File: config.mk
export PLATFORM = sky130hd
export DESIGN_NAME = issue_buffer
export DESIGN_NICKNAME = d
export VERILOG_FILES = /design/src/rtl/Public_Info.sv /design/src/rtl/issue_buffer_ram.sv /design/src/rtl/issue_buffer.sv
export SDC_FILE = /design/constraint.sdc
export NUM_CORES = 1
export LEC_CHECK = 0
export BUFFER_PORTS_ARGS = -buffer_cell sky130_fd_sc_hd__buf_2
export CORE_UTILIZATION = 45
export DETAILED_ROUTE_END_ITERATION = 10
export PLACE_DENSITY = 0.69
export SLEW_MARGIN = 10
export SYNTH_ARGS = -nofsm -noshare
export SYNTH_HDL_FRONTEND = slang
export SYNTH_SLANG_ARGS = --single-unit
File: constraint.sdc
create_clock -name clk -period 7.5 [get_ports clk]
set_input_delay 0.75 -clock clk [delete_from_list [all_inputs] [get_ports clk]]
set_output_delay 0.75 -clock clk [all_outputs]
set_load 0.02 [all_outputs]
File: src/rtl/Public_Info.sv
// Shared pipeline types: the decoded instruction record and issue-buffer sizing.
package Public_Info;

  localparam int unsigned IBUF_DEPTH = 8;
  localparam int unsigned PC_W       = 32;
  localparam int unsigned INSTR_W    = 32;

  typedef struct packed {
    logic               o_valid;
    logic [PC_W-1:0]    PC;
    logic [INSTR_W-1:0] instr;
  } PC_set;

  // Dispatch never consumes more than two entries; 3 is read as 2.
  function automatic logic [1:0] clamp_use(input logic [1:0] n);
    return (n == 2'd3) ? 2'd2 : n;
  endfunction

  function automatic logic [1:0] min2(input logic [1:0] a, input logic [1:0] b);
    return (a < b) ? a : b;
  endfunction

endpackage

File: src/rtl/issue_buffer_ram.sv
// Issue-buffer storage: two adjacent write ports and two adjacent async read ports.
module issue_buffer_ram
  import Public_Info::*;
#(
  parameter  int unsigned DEPTH = IBUF_DEPTH,
  localparam int unsigned PTR_W = $clog2(DEPTH)
) (
  input  logic             clk,
  input  logic             we1_i,
  input  logic             we2_i,
  input  logic [PTR_W-1:0] waddr_i,
  input  PC_set            wdata1_i,
  input  PC_set            wdata2_i,
  input  logic [PTR_W-1:0] raddr_i,
  output PC_set            rdata1_o,
  output PC_set            rdata2_o
);

  PC_set            mem_q [DEPTH];
  logic [PTR_W-1:0] waddr2;
  logic [PTR_W-1:0] raddr2;

  // Pointer+1 wraps naturally at DEPTH (power of two).
  assign waddr2 = waddr_i + PTR_W'(1);
  assign raddr2 = raddr_i + PTR_W'(1);

  // Payload is intentionally not reset; validity is tracked by the top.
  always_ff @(posedge clk) begin
    if (we1_i) mem_q[waddr_i] <= wdata1_i;
    if (we2_i) mem_q[waddr2]  <= wdata2_i;
  end

  assign rdata1_o = mem_q[raddr_i];
  assign rdata2_o = mem_q[raddr2];

endmodule

File: src/rtl/issue_buffer.sv
// Decode-to-dispatch dual-entry instruction queue with flush and back-pressure.
// Optional IBUF_BYPASS_EN: zero-latency path from i_set* to o_set* when nearly empty.
module issue_buffer
  import Public_Info::*;
#(
  parameter  int unsigned DEPTH = IBUF_DEPTH,
  localparam int unsigned PTR_W = $clog2(DEPTH)
) (
  input  logic           clk,
  input  logic           rstn,
  input  logic           flush,
  input  PC_set          i_set1,
  input  PC_set          i_set2,
  input  logic [1:0]     i_usingNUM,
  output PC_set          o_set1,
  output PC_set          o_set2,
  output logic           o_stall,
  output logic [PTR_W:0] o_count
);

  localparam int unsigned CNT_W = PTR_W + 1;

  logic [PTR_W-1:0] head_q, head_d;
  logic [PTR_W-1:0] tail_q, tail_d;
  logic [CNT_W-1:0] count_q, count_d;
  logic             stall_q, stall_d;

  logic [1:0] push_n;
  logic [1:0] want_n;
  logic [1:0] vis_mem;
  logic [1:0] vis_byp;
  logic [1:0] pop_n;
  logic [1:0] pop_mem;
  logic [1:0] pop_byp;

  logic  we1, we2;
  PC_set wdata1;
  PC_set rd1, rd2;

  // Push qualification: set2 alone never counts, and a stalled cycle drops both.
  always_comb begin
    push_n = 2'd0;
    if (!stall_q && i_set1.o_valid) begin
      push_n = i_set2.o_valid ? 2'd2 : 2'd1;
    end
  end

  assign want_n  = clamp_use(i_usingNUM);
  assign vis_mem = (count_q >= CNT_W'(2)) ? 2'd2 : count_q[1:0];

`ifdef IBUF_BYPASS_EN
  // Entries offered straight from decode fill whichever output slots storage leaves empty.
  always_comb begin
    vis_byp = 2'd0;
    if (count_q == CNT_W'(0)) begin
      vis_byp = push_n;
    end else if (count_q == CNT_W'(1)) begin
      vis_byp = (push_n != 2'd0) ? 2'd1 : 2'd0;
    end
  end
`else
  assign vis_byp = 2'd0;
`endif

  // Pops drain stored entries first, then any bypassed ones; clamped to what is visible.
  always_comb begin
    pop_n   = 2'd0;
    pop_mem = 2'd0;
    pop_byp = 2'd0;
    if (!flush) begin
      pop_n   = min2(want_n, vis_mem + vis_byp);
      pop_mem = min2(pop_n, vis_mem);
      pop_byp = pop_n - pop_mem;
    end
  end

  // Inputs already consumed through the bypass are not written; survivors pack at tail.
  always_comb begin
    we1    = 1'b0;
    we2    = 1'b0;
    wdata1 = i_set1;
    if (!flush) begin
      we1 = (push_n > pop_byp);
      we2 = (push_n == 2'd2) && (pop_byp == 2'd0);
      if (pop_byp != 2'd0) wdata1 = i_set2;
    end
  end

  issue_buffer_ram #(
    .DEPTH (DEPTH)
  ) u_ram (
    .clk      (clk),
    .we1_i    (we1),
    .we2_i    (we2),
    .waddr_i  (tail_q),
    .wdata1_i (wdata1),
    .wdata2_i (i_set2),
    .raddr_i  (head_q),
    .rdata1_o (rd1),
    .rdata2_o (rd2)
  );

  // Next-state for pointers, occupancy and the conservative (no pop credit) stall.
  always_comb begin
    head_d  = head_q;
    tail_d  = tail_q;
    count_d = count_q;
    stall_d = 1'b0;
    if (flush) begin
      head_d  = '0;
      tail_d  = '0;
      count_d = '0;
    end else begin
      head_d  = head_q + PTR_W'(pop_mem);
      tail_d  = tail_q + PTR_W'(push_n - pop_byp);
      count_d = count_q + CNT_W'(push_n) - CNT_W'(pop_n);
      stall_d = (count_d >= CNT_W'(DEPTH - 1));
    end
  end

  always_ff @(posedge clk or negedge rstn) begin
    if (!rstn) begin
      head_q  <= '0;
      tail_q  <= '0;
      count_q <= '0;
      stall_q <= 1'b0;
    end else begin
      head_q  <= head_d;
      tail_q  <= tail_d;
      count_q <= count_d;
      stall_q <= stall_d;
    end
  end

  // Output presentation; flush masks validity in the same cycle.
  always_comb begin
    o_set1         = rd1;
    o_set2         = rd2;
    o_set1.o_valid = !flush && (count_q >= CNT_W'(1));
    o_set2.o_valid = !flush && (count_q >= CNT_W'(2));
`ifdef IBUF_BYPASS_EN
    if (count_q == CNT_W'(0)) begin
      o_set1         = i_set1;
      o_set2         = i_set2;
      o_set1.o_valid = !flush && (push_n != 2'd0);
      o_set2.o_valid = !flush && (push_n == 2'd2);
    end else if (count_q == CNT_W'(1)) begin
      o_set2         = i_set1;
      o_set2.o_valid = !flush && (push_n != 2'd0);
    end
`endif
  end

  assign o_stall = stall_q;
  assign o_count = count_q;

endmodule

==> impl_metrics.tcl <==
set metrics [dict create \
    outcome "complete, no violations" \
    via_per_inst 6.23 \
    path_buf_inv 3 \
    setup_viol 0 \
    design.die.area_um2 69800 \
    grt_util_all_layers_pct 23.3 \
    vias 17600 \
    fp.dieH_um 264 \
    drv_cap 0 \
    hold_viol_final 0 \
    drt_iter0_drc 1359 \
    grt_util_met3_pct 4.88 \
    power_density_nw_per_um2 373 \
    netlist_area_um2 30900 \
    die_width_um 264 \
    finalSetupTns_ns 0 \
    cp_common_cell "ha_1" \
    path_max_fanout 33 \
    cts-root-buf "clkbuf_16" \
    initial_utilization_pct 45.7 \
    cts_made_buffers 57 \
    multi_input_area_um2 14500 \
    ys_seq_area_share_pct 50.6 \
    relSlewSlack_pct 18.8 \
    cp-end-kind "flop" \
    grt_pass1_wl_um 121000 \
    final_cells 2823 \
    cts_tree "done" \
    synth_cell_types 35 \
    startpoint_type "flop" \
    grt_antenna_before_repair 18 \
    cp_cell_sequence "inv_1 -> ha_1 -> nand2_1 -> ha_1 -> nor2b_1 -> o22ai_1 -> a21oi_1 -> ha_1 -> xor2_1 -> or2_2 -> ha_1 -> nor2b_1 -> o211ai_1 -> o22ai_4 -> buf_4 -> buf_4" \
    ys_ff_latch 523 \
    grt_pass1_vias 18600 \
    crit_path_top_delay_cell "buf_4" \
    clock-sinks 523 \
    drv_slew 0 \
    dp.cells 2715 \
    clock_path_buffers 3 \
    async_reset_ff_share_pct 2.10 \
    rows 95 \
    layout.nets 2057 \
    finalPower_w 0.0130 \
    rsz0062_at_grt "false" \
    first_pass_iters 5 \
    synth-edff-count 512 \
    regArea_um2 15700 \
    ys.flop_type "edfxtp_1" \
    syn_area_per_cell_um2 18.7 \
    critPathRequiredTime_ns 7.74 \
    critPathTopFamily "buffers and inverters" \
    path_clk_slew_ns 0.06 \
    grt_max_degree 138 \
    fin_skew_ns 0.0209 \
    worst-setup-path-type "reg2reg" \
    wl_per_cell_um 28.9 \
    ir_drop_mv 0.308 \
    cts_setup_buffers 0 \
    synth_common_cells "edfxtp_1 (512), mux2_2 (506), mux4_2 (256)" \
    startpoint "o_count[2]" \
    hp-start "i_set2[51]" \
    yosys.area.top_type_share_pct 49.7 \
    gp_congestion 0.781 \
    r2r-start "o_count[2]" \
    holdWs_ns 0.525 \
    synth_area_leader_cell "edfxtp_1" \
    fin_util_pct 51.4 \
    antenna_left 0 \
    io_pins 270 \
    top_usage_layer "met2" \
    ys_top_cells_by_area "edfxtp_1 (50%), mux4_2 (19%), mux2_2 (18%)" \
    yosysWarnings 0 \
    use_met2_pct 38.5 \
    drt-total-wl_um 81500 \
    slowest_delay_ns 0.62 \
    grt_overflow_total 0 \
    nFillCells 5467 \
    min_period_ns 4.96 \
    max_freq_mhz 201 \
    synth_nets 1813 \
    ctsHtreeMaxLevel 2 \
    synth_cells 1658 \
    yosysMostFrequentCell "edfxtp_1" \
    coreArea_um2 67600 \
    port_buffers 269 \
    area_delta_synth_final_pct 12.4 \
    worst_skew_pair.late_latency_ns 0.63 \
    post-route-drc-count 0 \
    hp-class "in2reg" \
    timing.final.crit_share_pct 66.2 \
    grt_util_met1_pct 31.4 \
    p_leak_nw 11.5 \
    hpwl_um 48700 \
    tightestPinTransition_ns 1.21 \
    drive_above_1_share_pct 66.8 \
    arrival_ns 5.20 \
]
## what timing repair did
action | 4_1_cts | 5_1_grt
endpoints found under the setup margin | 0 | 0
hold buffers | 1 | 0
gates resized for setup | 0 | 0
hold endpoints to repair | 9 | 0
## registers in the layout, indices dropped and copies added (netlist names)
name,flops
tail_q,3
o_stall,1
u_ram.mem_q,512
head_q,3
o_count,4
## worst register-to-register path: stages (launching register included)
cell and delay, ns:
dfrtp_1 0.38, inv_1 0.08, ha_1 0.25, nand2_1 0.15, ha_1 0.31, nor2b_1 0.13
o22ai_1 0.23, a21oi_1 0.14, ha_1 0.25, xor2_1 0.17, or2_2 0.30, ha_1 0.29
nor2b_1 0.16, o211ai_1 0.35, o22ai_4 0.23, buf_4 0.54, buf_4 0.63
## stage by stage
stage | area, µm² | setup slack [ns]
floorplan | 31000 | 0.983
global placement | 33000 | 2.60
detailed placement | 33000 | 2.51
CTS | 34700 | 2.45
global route | 34800 | 2.23
finish | 34800 | 2.54
## worst paths after layout
kind | endpoint | slack (ns) | depth (start not counted)
worst min-delay path | u_ram.mem_q[1][51] | 0.53 | 2
min in group asynchronous | o_count[1] | 0.55 | 2
worst min register to register | tail_q[0] | 0.69 | 2
worst max register to register | u_ram.mem_q[6][14] | 2.54 | 16
max in group asynchronous | head_q[1] | 6.67 | 2
worst max-delay path | u_ram.mem_q[6][14] | 2.54 | 16
## kinds of logic after synthesis
| family | synth area share, % |
|---|---|
| compound gates | 0.756 |
| xor+xnor | 0.255 |
| fa+ha+maj | 0.930 |
| buf+inv | 3.04 |
| flops | 50.6 |
| mux | 43.6 |
| simple gates | 0.853 |
## layout by cell type (no fill, tap or decap), types with 5 or more instances in the layout
master     count
o22ai_4        6
dfrtp_1        8
buf_2        269
edfxtp_1     512
mux4_2       256
buf_4         34
clkbuf_1      22
xnor2_1        5
nand2_1        5
clkinv_2       9
buf_12         5
o21ai_4        8
fa_1           5
inv_1         17
clkinv_1       5
clkbuf_16     57
nor2_1        13
mux2_2       506
nor2b_1        9
ha_1          14
mux2_4       130
diode_2        6
## metal layers
metal / part of all wire [%] / wire [µm]
met5: 0.19 / 156
met4: 2.0 / 1640
met3: 7.0 / 5720
met2: 49 / 39900
met1: 42 / 34100
## cell type report
type                    count  share of cell area, %
diodes                      6                 0.0432
repair buffers            309                   4.92
inverters                  17                  0.184
clock inverters            22                  0.605
clock buffers              79                   4.34
flip-flops and latches    523                   45.1
well taps                 873                   3.14
multi-input cells         994                   41.7
## where the power goes
group          internal [W]  total (W)  leakage (nW)  switching [W]
clock network       0.00150    0.00266         0.832        0.00116
logic               0.00303    0.00627          5.88        0.00324
registers           0.00387    0.00403          4.76       0.000161
total               0.00840     0.0130          11.5        0.00456
Power figures use the tool's default switching activity.
